## src/rtl/echo_meas_if.sv

```systemverilog
// echo_meas_if: groups the arm/echo request side and the result side of echo_meas.
// The master drives arm and echo and receives the result; the slave is the meter itself.
interface echo_meas_if #(
  parameter int CNT_LEN = 16
);
  logic               arm;
  logic               echo;
  logic               ready;
  logic               valid;
  logic [CNT_LEN-1:0] width;
  logic               timeout_err;

  modport master (
    output arm,
    output echo,
    input  ready,
    input  valid,
    input  width,
    input  timeout_err
  );

  modport slave (
    input  arm,
    input  echo,
    output ready,
    output valid,
    output width,
    output timeout_err
  );
endinterface

```

## src/rtl/echo_meas.sv

```systemverilog
// echo_meas: times the HC-SR04 echo high phase after each arm and reports it in prescaled ticks.
// Define ECHO_CM_EN to convert non-error results to centimetres (divide by 58) before reporting.
module echo_meas #(
  parameter int CNT_LEN  = 16,
  parameter int TICK_DIV = 50,
  parameter int WAIT_MAX = 30000
) (
  input  logic       clk,
  input  logic       rst,
  echo_meas_if.slave bus
);

  localparam int                 PW        = $clog2(TICK_DIV);
  localparam logic [PW-1:0]      TICK_LAST = PW'(TICK_DIV - 1);
  localparam logic [CNT_LEN-1:0] CNT_MAX   = {CNT_LEN{1'b1}};
  localparam logic [CNT_LEN-1:0] WAIT_LAST = CNT_LEN'(WAIT_MAX - 1);

`ifdef ECHO_CM_EN
  localparam logic [CNT_LEN-1:0] CM_DIV = CNT_LEN'(58);
  typedef enum logic [2:0] {IDLE, ARMED, MEASURE, DIVIDE, DONE} state_t;
`else
  typedef enum logic [1:0] {IDLE, ARMED, MEASURE, DONE} state_t;
`endif

  state_t state, state_n;

  logic               echo_s1, echo_s2, echo_s3, arm_d;
  logic               rise, fall, start, tick;
  logic [PW-1:0]      presc;
  logic [CNT_LEN-1:0] wait_cnt, width_cnt, meas_sum;
  logic               res_load, res_err_n, res_err;
  logic [CNT_LEN-1:0] res_width_n, res_width;
  logic               valid_q, err_q;
  logic [CNT_LEN-1:0] width_q;
`ifdef ECHO_CM_EN
  logic               div_load;
  logic [CNT_LEN-1:0] div_rem, div_quo;
`endif

  // Echo is asynchronous: two synchroniser flops, the third only feeds edge detection.
  always_ff @(posedge clk or posedge rst) begin
    if (rst) begin
      echo_s1 <= 1'b0;
      echo_s2 <= 1'b0;
      echo_s3 <= 1'b0;
      arm_d   <= 1'b0;
    end else begin
      echo_s1 <= bus.echo;
      echo_s2 <= echo_s1;
      echo_s3 <= echo_s2;
      arm_d   <= bus.arm;
    end
  end

  assign rise  = echo_s2 & ~echo_s3;
  assign fall  = ~echo_s2 & echo_s3;
  assign start = bus.arm & ~arm_d;
  assign tick  = (presc == TICK_LAST);

  // Width including the tick of the current cycle, clamped at all-ones.
  always_comb begin
    meas_sum = width_cnt;
    if (tick && (width_cnt != CNT_MAX)) meas_sum = width_cnt + CNT_LEN'(1);
  end

  always_ff @(posedge clk or posedge rst) begin
    if (rst) state <= IDLE;
    else     state <= state_n;
  end

  always_comb begin
    state_n     = state;
    res_load    = 1'b0;
    res_width_n = '0;
    res_err_n   = 1'b0;
`ifdef ECHO_CM_EN
    div_load    = 1'b0;
`endif
    case (state)
      IDLE: begin
        if (start) state_n = ARMED;
      end
      ARMED: begin
        if (rise) begin
          state_n = MEASURE;
        end else if (tick && (wait_cnt == WAIT_LAST)) begin
          state_n   = DONE;
          res_load  = 1'b1;
          res_err_n = 1'b1;
        end
      end
      MEASURE: begin
        if (fall || (meas_sum == CNT_MAX)) begin
`ifdef ECHO_CM_EN
          if (meas_sum == CNT_MAX) begin
            state_n     = DONE;
            res_load    = 1'b1;
            res_width_n = CNT_MAX;
            res_err_n   = 1'b1;
          end else begin
            state_n  = DIVIDE;
            div_load = 1'b1;
          end
`else
          state_n     = DONE;
          res_load    = 1'b1;
          res_width_n = meas_sum;
          res_err_n   = (meas_sum == CNT_MAX);
`endif
        end
      end
`ifdef ECHO_CM_EN
      DIVIDE: begin
        if (div_rem < CM_DIV) begin
          state_n     = DONE;
          res_load    = 1'b1;
          res_width_n = div_quo;
        end
      end
`endif
      DONE: begin
        state_n = IDLE;
      end
      default: begin
        state_n = IDLE;
      end
    endcase
  end

  // Prescaler restarts with each new arm and again at the echo rising edge.
  always_ff @(posedge clk or posedge rst) begin
    if (rst) begin
      presc     <= '0;
      wait_cnt  <= '0;
      width_cnt <= '0;
    end else begin
      if (((state == IDLE) && start) || ((state == ARMED) && rise) || tick)
        presc <= '0;
      else
        presc <= presc + PW'(1);

      if ((state == IDLE) && start) begin
        wait_cnt  <= '0;
        width_cnt <= '0;
      end else begin
        if ((state == ARMED) && tick && !rise) wait_cnt <= wait_cnt + CNT_LEN'(1);
        if (state == MEASURE) width_cnt <= meas_sum;
      end
    end
  end

`ifdef ECHO_CM_EN
  // Restoring division by repeated subtraction, one step per clock.
  always_ff @(posedge clk or posedge rst) begin
    if (rst) begin
      div_rem <= '0;
      div_quo <= '0;
    end else if (div_load) begin
      div_rem <= meas_sum;
      div_quo <= '0;
    end else if ((state == DIVIDE) && (div_rem >= CM_DIV)) begin
      div_rem <= div_rem - CM_DIV;
      div_quo <= div_quo + CNT_LEN'(1);
    end
  end
`endif

  always_ff @(posedge clk or posedge rst) begin
    if (rst) begin
      res_width <= '0;
      res_err   <= 1'b0;
      width_q   <= '0;
      err_q     <= 1'b0;
      valid_q   <= 1'b0;
    end else begin
      valid_q <= 1'b0;
      if (res_load) begin
        res_width <= res_width_n;
        res_err   <= res_err_n;
      end
      if (state == DONE) begin
        width_q <= res_width;
        err_q   <= res_err;
        valid_q <= 1'b1;
      end
    end
  end

  assign bus.ready       = (state == IDLE);
  assign bus.valid       = valid_q;
  assign bus.width       = width_q;
  assign bus.timeout_err = err_q;

endmodule

```

## src/flat_wrapper.sv

```systemverilog
// flat-port wrapper written by rule: the top's interface ports become plain ports
module echo_meas_flat 
#(
  parameter int CNT_LEN  = 16,
  parameter int TICK_DIV = 50,
  parameter int WAIT_MAX = 30000
)
  (clk, rst, bus_arm, bus_echo, bus_ready, bus_valid, bus_width, bus_timeout_err);
  echo_meas_if #(.CNT_LEN(CNT_LEN)) bus_i ();
  input  logic clk;
  input  logic rst;
  input wire logic [$bits(bus_i.arm)-1:0] bus_arm;
  input wire logic [$bits(bus_i.echo)-1:0] bus_echo;
  output wire logic [$bits(bus_i.ready)-1:0] bus_ready;
  output wire logic [$bits(bus_i.valid)-1:0] bus_valid;
  output wire logic [$bits(bus_i.width)-1:0] bus_width;
  output wire logic [$bits(bus_i.timeout_err)-1:0] bus_timeout_err;
  assign bus_i.arm = bus_arm;
  assign bus_i.echo = bus_echo;
  assign bus_ready = bus_i.ready;
  assign bus_valid = bus_i.valid;
  assign bus_width = bus_i.width;
  assign bus_timeout_err = bus_i.timeout_err;
  echo_meas #(.CNT_LEN(CNT_LEN), .TICK_DIV(TICK_DIV), .WAIT_MAX(WAIT_MAX)) u_core (.clk(clk), .rst(rst), .bus(bus_i));
endmodule
```

## config.mk

```make
export PLATFORM = sky130hd
export DESIGN_NAME = echo_meas_flat
export DESIGN_NICKNAME = d
export VERILOG_FILES = /design/src/rtl/echo_meas_if.sv /design/src/rtl/echo_meas.sv /design/src/flat_wrapper.sv
export SDC_FILE = /design/constraint.sdc
export NUM_CORES = 1
export LEC_CHECK = 0
export CAP_MARGIN = 20
export CORE_UTILIZATION = 45
export DETAILED_ROUTE_END_ITERATION = 16
export MAX_ROUTING_LAYER = met4
export PLACE_DENSITY_LB_ADDON = 0.25
export SKIP_CTS_REPAIR_TIMING = 1
export SLEW_MARGIN = 20
export SYNTH_ARGS = -nofsm -noshare
export SYNTH_HDL_FRONTEND = slang
export SYNTH_SLANG_ARGS = --single-unit
```

## constraint.sdc

```tcl
create_clock -name clk -period 4.1 [get_ports clk]
set_input_delay 0.41 -clock clk [delete_from_list [all_inputs] [get_ports clk]]
set_output_delay 0.41 -clock clk [all_outputs]
set_load 0.02 [all_outputs]
```

**After elaboration in Yosys (flattened, before gate mapping)**

Index checks and enable logic that the tools add are counted.

- Bits in registers: 79
- Bits in latches: 0
- RAM bits: 0
- Memory bits (read-only): 0
- Input port bits: 4
- Output and inout bits: 19
- Word-level logic and storage cells: 66
- Memories: 0

- Add/sub/neg operators: 3
- Multipliers: 0
- Div/mod/pow operators: 0
- Magnitude comparators: 0
- Equal/unequal tests: 10
- Shift operators: 0
- Mux-type cells: 20
- Bitwise operators: 6
- Reduce and logical (&&, ||, !) cells: 14

Operator list:

| kind | number |
|---|---|
| $mux 16 | 7 |
| $add 16x1->16 const B | 2 |
| $eq 16x15->1 const B | 1 |
| $eq 16x16->1 const B | 1 |
| $ne 16x16->1 const B | 1 |
| $mux 2 | 4 |
| $pmux 2 s4 | 1 |
| $add 6x1->6 const B | 1 |
| $eq 6x6->1 const B | 1 |
| $logic_and 1x1->1 | 6 |
| $mux 6 | 1 |
| $mux 1 | 5 |
| $eq 2x2->1 const B | 2 |
| $ne 2x1->1 const B | 2 |
| $pmux 1 s2 | 2 |
| $reduce_bool 2->1 | 2 |
| $and 1x1->1 | 3 |
| $logic_or 1x1->1 | 3 |
| $ne 3x1->1 const B | 1 |
| $not 1->1 | 3 |
| $reduce_and 3->1 | 1 |
| $eq 2x1->1 const B | 1 |
| $logic_not 2->1 | 1 |
| $logic_not 1->1 | 1 |

**Longest topological paths before layout**

- Depth in word-level cells: 7
- Mapped depth: 11
- Depth with buffers taken out: 10

**Worst setup path before layout**

OpenSTA, ideal clock, no wires.

- Path type: register to register
- Start: register u_core.width_cnt[0]
- End: register u_core.state[1]
- Arrival: 2.675 ns
- Required time: 4.021 ns
- Slack: 1.346 ns
- Cell stages (with the launch flop): 10
- Buffers on the path: 0
- Period minus slack after synthesis: 2.754 ns
- Path through: dfrtp_1 -> ha_1 -> nand3_2 -> nor4_4 -> nand3_1 -> xnor2_1 -> nand3_1 -> o41ai_4 -> o221a_2 -> mux2i_1

- Cells in the longest elaborated chain, start to end: 7

RTL lines:

| element | line | text |
|---|---|---|
| start: declaration | echo_meas.sv:30 | `logic [CNT_LEN-1:0] wait_cnt, width_cnt, meas_sum;` |
| start signal: assignment | echo_meas.sv:147 | `if (state == MEASURE) width_cnt <= meas_sum;` |
| branches (longest 2 deep; another with $add 16x1->16) | - |  |
| $mux 16 * | echo_meas.sv:63 | `if (tick && (width_cnt != CNT_MAX)) meas_sum = width_cnt + CNT_LEN'(1);` |
| $eq 16x16->1 * | echo_meas.sv:93 | `if (fall \|\| (meas_sum == CNT_MAX)) begin` |
| $logic_or 1x1->1 * | echo_meas.sv:93 |  |
| $ne 2x1->1 (no line) * | - |  |
| $reduce_and 3->1 (no line) * | - |  |
| end signal: assignment | echo_meas.sv:68 | `else state <= state_n;` |
| end: declaration | echo_meas.sv:25 | `state_t state, state_n;` |

Mark *: on every way between the ends.
A chain may end at the register's enable or synchronous reset.

**Worst setup path in the final report**

Ends and elaborated chain as after synthesis.

==> results.txt <==
The biggest fanout along the worst timing path is 8, and the I/O pin total is 23. The run gives 0.949 as the routability congestion estimate. The family with the most delay on the worst path is compound AO/OA/AOI/OAI gates. The repair_antennas step left the layout with diodes totalling 0. The share of power burned in registers came out at 0.481. Clock power share: 0.207. Non-filler instance count after layout: 500. TritonCTS built the clock tree. Prevailing post-synth register cell: dfrtp_1. On the critical path, the stage with the largest delay is an instance of o41ai_4. The count of nets left with antenna violations once routing finished came out at 0. In the final routed layout, each cell accounts on average for 15.3 um.

The delay of the slowest cell on the worst path works out to 700 ps. For this block, the initial DRC count from the detailed router was 133. The run finished with clean final reports. The startpoint identified for the worst hold timing path is u_core.echo_s1$_DFF_PP0_. The logs give 49 for the pin count of the biggest net entering global routing and 0.507 for the part of the Yosys area used for sequential elements.

The logs give 2732 for the via count and 0 for the reported max-cap violation count. The number of pins exceeding their max-slew limit in the final report is 0. The logic depth of the worst path, buffers included works out to 9.

The tools report the final worst clock skew as 8.99 ps. The synthesized design contains 0 enable-type register cells. The number of antenna violations at the first check in global routing is 0.

After floorplanning, the core was divided into 33 placement rows. The logs give 723 for the total of fill cells in the finished design and 3540 ps for the data arrival time of the critical path. The tools report the sequential cell area as 0.00198 mm2. Walking the worst path, the cells encountered are ha_1 -> nand3_2 -> nor4_4 -> nand3_1 -> xnor2_1 -> nand3_1 -> o41ai_4 -> o221a_2 -> mux2i_1.

The run gives 0.306 GHz as the maximum clock frequency. The run gives 0.00390 mm2 as the area of the mapped netlist. The power per standard cell area is 546 mW/mm2, and the global-route total usage across every layer is 0.199. The fraction of final layout cells sized beyond drive strength 1 is 0.129. Setup repair after global routing left no endpoint under its margin.

The area growth from synthesis to layout is 12.6%. The logs give 0.470 for the initial standard-cell utilization of the core and 484 for the number of placed cells counting well taps. At the worst endpoint, the required time is 4370 ps.

In the final timing run, aggregate negative setup slack is 0 ps. Mean instance size in the synthesized netlist: 10.7 um2. For the finished layout, the period the worst path requires is 3270 ps. The hold violation total from the final report was 0; the net count after synthesis was 377.

The logs give 0 for the overflow left after global routing and 2 for the buffer levels on the longest clock path. The netlist uses 46 different library cells. The share of synthesized registers carrying an async set or reset is 1.00. The class of the tightest hold or removal check was reg -> reg. The share of total power consumed by net switching is 0.360.

The warning count from the yosys run is 0. In this run the clock root is driven by a clkbuf_8. The most common cell after layout, fill and taps aside is dfrtp_1. For the number of remaining DRC errors, the log shows 0. In this run, synthesis produced a sequential element count of 79.

Final setup violation count: 0. Buffers placed on the I/O ports in this run total 22. The logs give 2665 for the via count of the first global-routing pass and 0.283 mV for the worst vdd rail ir drop.

The pre-antenna-repair detailed-routing pass consisted of 4 iterations. The die covers 0.00904 mm2. The tools report the estimated wirelength of the detail-placed design as 5.60 mm. The part of the cycle the worst path needs was 0.797; the number of standard cells after synthesis was 365. The number of buffers and inverters on the critical path is 0. Along the worst hold path, the cell count comes to 0.

The routed design has 7.64 mm of wire. The slew at the pin closest to its max-slew limit works out to 817 ps. The worst setup path is launched from a register. The sort of element at the end of the critical path is a register. The tools report the total internal power as 0.00154 W. The count of cells along the worst register-to-register path was 9; the share of total power in combinational logic was 0.312. The clock slew at the register clock pins of the worst setup and hold paths was 80 ps. In the routed layout, each cell is associated on average with a via count of 5.46. The multi-input combinational cells in the finished layout cover a total of 0.00183 mm2. The net load switching power is 0.000863 W.

The tools report the startpoint of the worst-slack reg-to-reg timing path as u_core.width_cnt[0]$_DFFE_PP0P_. The tools report the leakage component of the power as 1.92 nW. The category of the most critical setup path is reg -> reg. At the end of the flow, the number of nets in the layout was 402.

The critical path's most frequent cell is nand3_1. The logs give 0.00830 mm2 for the core box area and 79 for the sink count of the clock tree. Clock latency on the worst-skew pair, taken at its later pin, is 350 ps.

The worst hold endpoint is u_core.echo_s2$_DFF_PP0_. The logs give 830 ps for the flop-to-flop setup slack and 13.2 mm for the first-pass GRT wire length. Hold timing on the final database bottoms out at a slack of 355 ps. The top cell types in the final layout, fill and taps aside, are 79 x dfrtp_1, 52 x nor2_1, 27 x nand2_1, 25 x xor2_1, 22 x clkdlybuf4s50_1. The relative slew slack was 0.455. The number of levels in the clock H-tree was 3; the CTS buffer count was 9. Destination of the worst register-to-register timing path: u_core.state[1]$_DFFE_PP0P_. Measured along the y axis, the die boundary spans 95.1 um.

The overall die width works out to 95.1 um.
==> stage by stage <==
step	util	setup slack, ps	cell area [um2]	power (W)
global placement	0.509	996	4230	0.00190
finish	0.529	832	4390	0.00240
global route	0.529	568	4390	0.00256
CTS	0.529	863	4390	0.00243
detailed placement	0.509	872	4230	0.00192
floorplan	-	1350	3900	0.00167
==> power groups by stage <==
stage	Combinational (W)	Sequential, W	Clock, W
6_report	0.000749	0.00115	0.000496
5_1_grt	0.000838	0.00118	0.000540
4_1_cts	0.000762	0.00115	0.000516
3_5_place_dp	0.000756	0.00117	0
3_3_place_gp	0.000739	0.00116	0
2_1_floorplan	0.000505	0.00117	0
==> layout make-up <==
class / count / area share
Clock buffer: 9 / 0.0282
Clock inverter: 7 / 0.00912
Inverter: 12 / 0.0105
Multi-Input combinational cell: 263 / 0.417
Sequential cell: 79 / 0.450
Tap cell: 105 / 0.0299
Timing Repair Buffer: 25 / 0.0553
==> how the worst max path moves through the flow <==
stage | endpoint | slack (ps) | startpoint
floorplan | u_core.state[1]$_DFFE_PP0P_ | 1350 | u_core.width_cnt[0]$_DFFE_PP0P_
global placement | u_core.res_width[6]$_DFFE_PP0P_ | 1000 | u_core.width_cnt[0]$_DFFE_PP0P_
detailed placement | u_core.state[1]$_DFFE_PP0P_ | 870 | u_core.width_cnt[0]$_DFFE_PP0P_
CTS | u_core.state[1]$_DFFE_PP0P_ | 860 | u_core.width_cnt[0]$_DFFE_PP0P_
global route | u_core.res_width[6]$_DFFE_PP0P_ | 570 | u_core.presc[1]$_DFF_PP0_
finish | u_core.state[1]$_DFFE_PP0P_ | 830 | u_core.width_cnt[0]$_DFFE_PP0P_
==> sequential cells by signal (all words and copies together), names as in the netlist <==
signal	cells
u_core.echo_s3	1
u_core.width_cnt	16
u_core.bus.timeout_err	1
u_core.res_width	16
u_core.res_err	1
u_core.bus.valid	1
u_core.wait_cnt	16
u_core.echo_s1	1
u_core.bus.width	16
u_core.arm_d	1
u_core.state	2
u_core.presc	6
u_core.echo_s2	1
==> Yosys cell counts (2+ instances only) <==
cell type	count	area share
dfrtp_1	79	0.51
nor2_1	52	0.050
nand2_1	27	0.026
xor2_1	25	0.056
xnor2_1	18	0.040
mux2_2	17	0.049
nand3_1	17	0.022
nand4_1	17	0.027
inv_1	12	0.012
o2bb2ai_1	12	0.027
nor3_1	9	0.012
ha_1	8	0.026
o21ai_0	7	0.0090
and3_1	6	0.0096
clkbuf_1	6	0.0058
a21oi_1	4	0.0051
a32o_1	4	0.010
buf_2	4	0.0051
mux2i_1	4	0.010
and2_1	3	0.0048
nand2b_1	3	0.0048
nor4_1	3	0.0048
a31oi_1	2	0.0032
and4_1	2	0.0045
nor4_4	2	0.011
or3_1	2	0.0032
==> logic make-up after synthesis <==
| group | Yosys count | share of synthesized area |
|---|---|---|
| AOI/OAI and AO/OA | 39 | 0.0857 |
| adders and majority gates | 8 | 0.0257 |
| muxes | 21 | 0.0594 |
| xor gates and xnor gates | 43 | 0.0966 |
| buffers and inverters | 23 | 0.0253 |
| and+or+nand+nor | 152 | 0.201 |
| DFF | 79 | 0.507 |
==> per-layer routing <==
layer | track usage | vias to the layer above | share of wire
met5 | - | - | 0
met4 | 0.0619 | 0 | 0.016
met3 | 0.0526 | 13 | 0.032
met2 | 0.304 | 38 | 0.46
met1 | 0.257 | 1342 | 0.49
li1 | - | 1339 | -
(Power assumes the default switching activity.)
